$ cat src/rtl/imem_loader_pkg.sv
// Shared types and constants for the instruction-memory boot loader.
package imem_loader_pkg;

    typedef enum logic [2:0] {
        S_IDLE  = 3'd0,
        S_HDR_L = 3'd1,
        S_HDR_H = 3'd2,
        S_DATA  = 3'd3,
        S_CSUM  = 3'd4,
        S_DONE  = 3'd5,
        S_ERR   = 3'd6
    } state_e;

    localparam int         CNT_W         = 16;
    localparam logic [7:0] MAGIC_DEFAULT = 8'hA5;

endpackage

$ cat src/rtl/byte_packer.sv
// Packs payload bytes into little-endian words and keeps a running mod-256 sum.
module byte_packer (
    input  logic        clk,
    input  logic        reset,
    input  logic        clear,
    input  logic        in_valid,
    input  logic [7:0]  in_data,
    output logic        word_valid,
    output logic [31:0] word,
    output logic [7:0]  sum
);

    logic [1:0]  lane_q, lane_d;
    logic [23:0] data_q, data_d;
    logic [7:0]  sum_q, sum_d;

    always_comb begin
        lane_d     = lane_q;
        data_d     = data_q;
        sum_d      = sum_q;
        word_valid = in_valid && (lane_q == 2'd3);
        word       = {in_data, data_q};
        sum        = sum_q;
        if (clear) begin
            lane_d = '0;
            data_d = '0;
            sum_d  = '0;
        end else if (in_valid) begin
            sum_d  = sum_q + in_data;
            lane_d = lane_q + 2'd1;
            // lane 3 is consumed directly from in_data when the word is emitted
            if (lane_q != 2'd3)
                data_d[{lane_q, 3'b000} +: 8] = in_data;
        end
    end

    always_ff @(posedge clk or negedge reset) begin
        if (!reset) begin
            lane_q <= '0;
            data_q <= '0;
            sum_q  <= '0;
        end else begin
            lane_q <= lane_d;
            data_q <= data_d;
            sum_q  <= sum_d;
        end
    end

endmodule

$ cat src/rtl/imem_loader.sv
// Boot loader: framed byte stream -> instruction memory writes, gates CPU reset.
module imem_loader
    import imem_loader_pkg::*;
#(
    parameter int         ADDR_W = 14,
    parameter logic [7:0] MAGIC  = MAGIC_DEFAULT
) (
    input  logic              clk,
    input  logic              reset,
    input  logic [7:0]        rx_data,
    input  logic              rx_valid,
    output logic              rx_ready,
    input  logic              reload,
    output logic              imem_ena,
    output logic [3:0]        imem_wea,
    output logic [ADDR_W-1:0] imem_addra,
    output logic [31:0]       imem_dina,
    output logic              cpu_reset,
    output logic              busy,
    output logic              done,
    output logic              err
);

    localparam int IW = ADDR_W + 1;

    state_e            state_q, state_d;
    logic [CNT_W-1:0]  n_q, n_d;
    logic [IW-1:0]     idx_q, idx_d;
    logic              ena_q, ena_d;
    logic [ADDR_W-1:0] addr_q, addr_d;
    logic [31:0]       dina_q, dina_d;
    logic              rdy_q, rdy_d;
    logic              crst_q, crst_d;
    logic              busy_q, busy_d;
    logic              done_q, done_d;
    logic              err_q, err_d;

    logic             accept;
    logic             pk_clear;
    logic             pk_valid;
    logic             word_valid;
    logic [31:0]      word;
    logic [7:0]       sum;
    logic [CNT_W-1:0] n_new;

    assign accept   = rx_valid && rdy_q;
    assign pk_valid = accept && (state_q == S_DATA);
    assign n_new    = {rx_data, n_q[7:0]};

    byte_packer u_packer (
        .clk        (clk),
        .reset      (reset),
        .clear      (pk_clear),
        .in_valid   (pk_valid),
        .in_data    (rx_data),
        .word_valid (word_valid),
        .word       (word),
        .sum        (sum)
    );

    always_comb begin
        state_d  = state_q;
        n_d      = n_q;
        idx_d    = idx_q;
        ena_d    = 1'b0;
        addr_d   = '0;
        dina_d   = '0;
        pk_clear = 1'b0;
        case (state_q)
            S_IDLE: begin
                if (accept && rx_data == MAGIC)
                    state_d = S_HDR_L;
            end
            S_HDR_L: begin
                if (accept) begin
                    n_d[7:0] = rx_data;
                    state_d  = S_HDR_H;
                end
            end
            S_HDR_H: begin
                if (accept) begin
                    n_d[15:8] = rx_data;
                    idx_d     = '0;
                    pk_clear  = 1'b1;
                    if (32'(n_new) > (32'd1 << ADDR_W))
                        state_d = S_ERR;
                    else if (n_new == '0)
                        state_d = S_CSUM;
                    else
                        state_d = S_DATA;
                end
            end
            S_DATA: begin
                if (accept && word_valid) begin
                    ena_d  = 1'b1;
                    addr_d = idx_q[ADDR_W-1:0];
                    dina_d = word;
                    idx_d  = idx_q + 1'b1;
                    if (32'(idx_q) + 32'd1 == 32'(n_q))
                        state_d = S_CSUM;
                end
            end
            S_CSUM: begin
                if (accept)
                    state_d = (rx_data == sum) ? S_DONE : S_ERR;
            end
            S_DONE, S_ERR: begin
                if (reload)
                    state_d = S_IDLE;
            end
            default: state_d = S_IDLE;
        endcase

        rdy_d  = (state_d != S_DONE) && (state_d != S_ERR);
        busy_d = rdy_d && (state_d != S_IDLE);
        done_d = (state_d == S_DONE);
        err_d  = (state_d == S_ERR);
        crst_d = (state_d != S_DONE);
    end

    always_ff @(posedge clk or negedge reset) begin
        if (!reset) begin
            state_q <= S_IDLE;
            n_q     <= '0;
            idx_q   <= '0;
            ena_q   <= 1'b0;
            addr_q  <= '0;
            dina_q  <= '0;
            rdy_q   <= 1'b0;
            crst_q  <= 1'b1;
            busy_q  <= 1'b0;
            done_q  <= 1'b0;
            err_q   <= 1'b0;
        end else begin
            state_q <= state_d;
            n_q     <= n_d;
            idx_q   <= idx_d;
            ena_q   <= ena_d;
            addr_q  <= addr_d;
            dina_q  <= dina_d;
            rdy_q   <= rdy_d;
            crst_q  <= crst_d;
            busy_q  <= busy_d;
            done_q  <= done_d;
            err_q   <= err_d;
        end
    end

    assign rx_ready   = rdy_q;
    assign imem_ena   = ena_q;
    assign imem_wea   = {4{ena_q}};
    assign imem_addra = addr_q;
    assign imem_dina  = dina_q;
    assign cpu_reset  = crst_q;
    assign busy       = busy_q;
    assign done       = done_q;
    assign err        = err_q;

endmodule

$ cat config.mk
export PLATFORM = sky130hd
export DESIGN_NAME = imem_loader
export DESIGN_NICKNAME = d
export VERILOG_FILES = /design/src/rtl/imem_loader_pkg.sv /design/src/rtl/byte_packer.sv /design/src/rtl/imem_loader.sv
export SDC_FILE = /design/constraint.sdc
export NUM_CORES = 1
export LEC_CHECK = 0
export CORE_MARGIN = 5
export CORE_UTILIZATION = 50
export DETAILED_ROUTE_END_ITERATION = 12
export PLACE_DENSITY_LB_ADDON = 0.15
export SLEW_MARGIN = 0
export SYNTH_ARGS = -nofsm -noshare
export SYNTH_HDL_FRONTEND = slang
export SYNTH_SLANG_ARGS = --single-unit
$ cat constraint.sdc
create_clock -name clk -period 2.3 [get_ports clk]
set_input_delay 0.23 -clock clk [delete_from_list [all_inputs] [get_ports clk]]
set_output_delay 0.23 -clock clk [all_outputs]
set_load 0.03 [all_outputs]
=== Word level (Yosys, flattened, before mapping) ===
Index checks and enable logic that the tools add are counted.

* Bits in registers: 120
* Latch bits: 0
* RAM bits: 0
* Memory bits (read-only): 0
* Output and inout bits: 56
* Memories: 0

* Add/sub/neg operators: 5
* Multiply operators: 0
* Divide/modulo/power cells: 0
* Order comparisons: 1
* Equal/unequal tests: 17
* Shifts and indexed selects: 2
* Multiplexer cells: 30
* Bitwise gates (word level): 0
* Reductions and logical operators: 18

{| class="wikitable"
|+ Operators with widths
! cell !! number
|-
| 24-bit two-way mux || 3
|-
| 32-bit two-way mux || 2
|-
| 15-bit two-way mux || 2
|-
| 15-bit case mux with 2 select lines || 1
|-
| 14-bit two-way mux || 2
|-
| 3-bit two-way mux || 9
|-
| 24-bit bitwise mux || 1
|-
| 8-bit by 7-bit variable shift with 24-bit output, first input constant || 1
|-
| 8-bit by 7-bit variable part select with 24-bit output || 1
|-
| 3-bit case mux with 6 select lines || 1
|-
| 15-bit by 1-bit adder with 16-bit output, second input constant || 1
|-
| 16-bit == test || 1
|-
| 16-bit by 15-bit greater-than comparator with 1-bit output, second input constant || 1
|-
| 16-bit zero test || 1
|-
| 8-bit two-way mux || 2
|-
| 15-bit by 1-bit adder with 15-bit output, second input constant || 1
|-
| 3-bit == test, second input constant || 5
|-
| 8-bit adder || 1
|-
| 8-bit == test || 1
|-
| 8-bit == test, second input constant || 1
|-
| 1-bit logical AND || 7
|-
| 5-bit negator with 7-bit output || 1
|-
| 3-bit by 2-bit == test with 1-bit output, second input constant || 2
|-
| 2-bit two-way mux || 3
|-
| 13 further kinds || 22
|}

=== Logic depth before layout (Yosys ltp) ===
* Word-level depth: 9
* Depth in mapped cells: 10
* Depth with buffers taken out: 10

=== Modules after synthesis ===
A second synthesis with hierarchy kept.

* Cells, all modules: 515
* Area total of the unflattened synthesis: 5800.6 sq um

{| class="wikitable"
|+ By module, submodules not included
! module !! times used !! cells an instance !! area an instance (sq um) !! seq. area each (sq um)
|-
| imem_loader || 1 || 364 || 4027.6 || 2153.3
|-
| byte_packer || 1 || 151 || 1773.0 || 850.8
|}

=== Worst setup path after synthesis ===
No wires, ideal clock.

* Kind: register to register
* Start: register idx_q[0]
* End: register state_q[0]
* Data arrival time: 2.049 ns
* Setup slack: 0.122 ns
* Stages on the path, launching flop included: 8
* Clock period less this slack: 2.178 ns
* Path through: dfrtp_1 > ha_1 > nand3_1 > or4_1 > a2111oi_2 > nand4_1 > nand3_1 > nand2_1

* Cells in the longest elaborated chain, start to end: 5

{| class="wikitable"
|+ Ends and longest elaborated chain
! element !! RTL line !! RTL
|-
| start, declared || imem_loader.sv:28 || <nowiki>logic [IW-1:0] idx_q, idx_d;</nowiki>
|-
| start signal, assigned || imem_loader.sv:137 || <nowiki>idx_q <= idx_d;</nowiki>
|-
| 15-bit by 1-bit adder with 16-bit output || imem_loader.sv:99 || <nowiki>if (32'(idx_q) + 32'd1 == 32'(n_q))</nowiki>
|-
| 16-bit == test || imem_loader.sv:99 ||
|-
| 3-bit two-way mux || imem_loader.sv:99 ||
|-
| 3-bit two-way mux || imem_loader.sv:94 || <nowiki>if (accept && word_valid) begin</nowiki>
|-
| 3-bit case mux with 6 select lines || imem_loader.sv:69 || <nowiki>case (state_q)</nowiki>
|-
| named net state_d[0] || imem_loader.sv:26 || <nowiki>state_e state_q, state_d;</nowiki>
|-
| end signal, assigned || imem_loader.sv:135 || <nowiki>state_q <= state_d;</nowiki>
|-
| end, declared || imem_loader.sv:26 ||
|}

The timed path passes the listed nets, and every way through them passes these cells.
A chain may end at the register's enable or synchronous reset.

=== Worst setup path after layout ===
* Start: register idx_q[0]
* End: register state_q[1]

The elaborated chain is that of the path after synthesis.

==> summary.txt <==
Detailed routing
  • WL per Instance: 16.7 um
  • DRC viols: 0
  • First DRT Iteration DRCs: 151
  • DRT antenna net count: 0
  • Via/cell ratio: 5.34
  • DRT Wirelength: 13,000 um
  • Detailed Routing Iterations Pass 1: 4
  • Vias post-DR: between 4k and 5k

Floorplan
  • Initial Utilization: 51.0%
  • Die area: ~13,000 um^2
  • Die Ht: approximately 110 um
  • Top-Level Pins: 68
  • DIE WIDTH: 115 um
  • Row cnt: 38
  • Placeable Area: between 10,000 and 15,000 um^2

Finish
  • # nets final: 650
  • Filler cells: 846
  • Final core utilization: 67.7%
  • Layout cells sized above 1: 21.4%
  • ANT cells: 0
  • P&R area growth vs syn: 32.7%

Setup path
  • CP startpoint: idx_q[0]
  • RR Endpoint: state_q[1]
  • Crit Path Category: flip-flop to flip-flop
  • WP data arrival: 2610 ps
  • Endpoint class of the critical path: flip-flop
  • Setup slack, reg-to-reg: 100 ps
  • CP required: around 2700 ps
  • Crit path to: state_q[1]
  • CP max FO: 5
  • Crit start category: flip-flop
  • R2R depth: 7
  • RR Startpoint: idx_q[0]

Synthesis
  • Synth top area cells: dfrtp_1 54%, and2_1 5.3%, a22o_1 3.5%
  • Dominant cell type by area after synthesis: dfrtp_1
  • Top_reg_cell synth: dfrtp_1
  • Mean Syn Cell Area: around 11 um^2
  • Post-synth EDFFs: 0
  • Mapped Area: between 5000 and 6000 um^2
  • Synth Net Count: roughly 530
  • Synth top area share: roughly 54%
  • Asr flop ratio synth: 100%
  • Post-synthesis sequential area ratio: between 50% and 60%
  • Seq cells post-synth: 120
  • Cell variety after synth: 58
  • Yosys Warn Count: 0
  • Syn Inst Count: 502
  • Synth top cells by count: 119 x dfrtp_1, 47 x and2_1, 45 x nand2_1
  • Most frequent cell after synthesis: dfrtp_1

GRT
  • Vias in the first global route: 4,162
  • Global-route wire length before repair: 21,100 um
  • Total GRT Usage: 20.7%
  • Grt ovf: 0
  • Largest net degree at the start of global routing: 54
  • Initial antenna violation count: 0

Power
  • Static Leak: 3.37 nW
  • PwrDens: approximately 930 nW/um^2
  • Peak VDD IR: 749 uV

STA
  • Slew Limit Fails: 0
  • Setup TNS: 0 ps
  • Hold_ws: 278 ps
  • Final Hold Vio Count: 0
  • Tmin final: 2200 ps
  • Max Fclk: 456 MHz
  • Max-slew headroom: 56.5%
  • Crit share post-route: 95.4%
  • Final Skew: 13.0 ps
  • Count of final setup violators: 0
  • Worst-margin pin slew: 652 ps
  • RSZ-0062 raised after global routing: false

Outcome
  • Status: finished clean

CTS
  • CTS clk-pin slew, worst paths: 60 ps
  • Worst-Skew Late Latency: 530 ps
  • Num CTS Buffers: 17
  • Root Buffer: clkbuf_8
  • Max Root-Sink Buffers: 2
  • Clock sink count: between 100 and 150
  • H-tree depth: 4
  • CTS tree: built

Placement
  • Global placement routability congestion: 0.893
  • Port buffer count: 67
  • DPL Wire Length: 9080 um

Run
  • Max_cap viols: 0

Worst hold path
  • Hold Path Class: input pin to async pin
[through the flow]
step | instance area (um^2) | worst slack [ps] | power (mW) | std cells
after global routing | 7300 | 26.8 | 7.17 | 777
after floorplan | 5500 | 122 | 3.74 | 502
final | 7300 | 105 | 6.81 | 777
after detailed placement | 6710 | -146 | 4.37 | 744
after global placement | 6710 | -90.7 | 4.31 | 744
after CTS | 7280 | 11.1 | 6.83 | 776
[cell families after synthesis]
| kind of cell | share of synthesized area (%) |
|---|---|
| AND/OR/NAND/NOR | 19.4 |
| adder cells (fa/ha/maj) | 3.09 |
| AO/OA/AOI/OAI | 11.3 |
| multiplexers | 3.62 |
| flip-flops | 54.6 |
| buffers and inverters | 3.39 |
| XOR/XNOR | 4.62 |
[per-layer routing]
layer	GRT usage [%]	wire length, um	part of all wire [%]
met1	27.7	5820	45
met2	32.0	6110	47
met3	5.42	801	6.2
met4	9.15	235	1.8
met5	0	0	0
[area by class of cell]
class / instances / area (um^2) / area share (%)
timing repair buffer: 135 / 1190 / 16.3
inverter: 12 / 45.0 / 0.617
tap: 140 / 175 / 2.40
clock buffer: 18 / 428 / 5.86
multi-input combinational: 339 / 2340 / 32.0
clock inverter: 13 / 121 / 1.66
sequential: 120 / 3010 / 41.1
[repair_timing]
| item | 4_1_cts | 5_1_grt |
|---|---|---|
| cloned | 0 | 0 |
| hold buffers | 1 | 0 |
| endpoints found under the setup margin | 2 | 9 |
| resized for setup | 2 | 5 |
| hold endpoints to repair | 50 | 0 |
| buffers inserted | 0 | 1 |
| pin swaps | 0 | 0 |
[registers in the layout, indices dropped and copies added, names as in the netlist]
name,flops
imem_dina,32
u_packer.data_q,24
n_q,16
idx_q,15
imem_addra,14
u_packer.sum,8
state_q,3
u_packer.lane_q,2
busy,1
cpu_reset,1
done,1
err,1
imem_ena,1
rx_ready,1
[cells in the final DEF (no fill, tap or decap), drive strengths merged, types with 9 or more instances in the layout]
| cell | instances |
|---|---|
| clkdlybuf4s50 | 66 |
| nor2 | 24 |
| o21ai | 39 |
| inv | 16 |
| nand2 | 45 |
| clkbuf | 18 |
| xnor2 | 21 |
| ha | 12 |
| mux2 | 15 |
| buf | 68 |
| a21oi | 9 |
| nor4 | 11 |
| and2 | 48 |
| dfrtp | 119 |
| a22o | 22 |
| nand3 | 10 |
[worst max-delay path: stages, from the launching register on]
cell and delay [ps]:
dfrtp_1 420, ha_2 250, nand3_2 130, or4_1 550, a2111oi_2 370, nand4_1 170
nand3_1 130, nand2_1 60
[power by group]
| group | internal (mW) | switching (mW) | total (mW) |
|---|---|---|---|
| combinational | 0.822 | 0.857 | 1.68 |
| sequential | 2.41 | 0.290 | 2.70 |
| clock | 1.46 | 0.968 | 2.43 |
[how the worst min path moves through the flow]
stage / from / cells after the start / endpoint
after CTS: reset / 2 / imem_dina[9]
final: reset / 2 / imem_dina[10]
after global placement: reset / 1 / imem_dina[12]
after global routing: reset / 2 / imem_dina[10]
after detailed placement: reset / 1 / imem_dina[10]
after floorplan: reset / 0 / busy
Power figures use the tool's default switching activity.
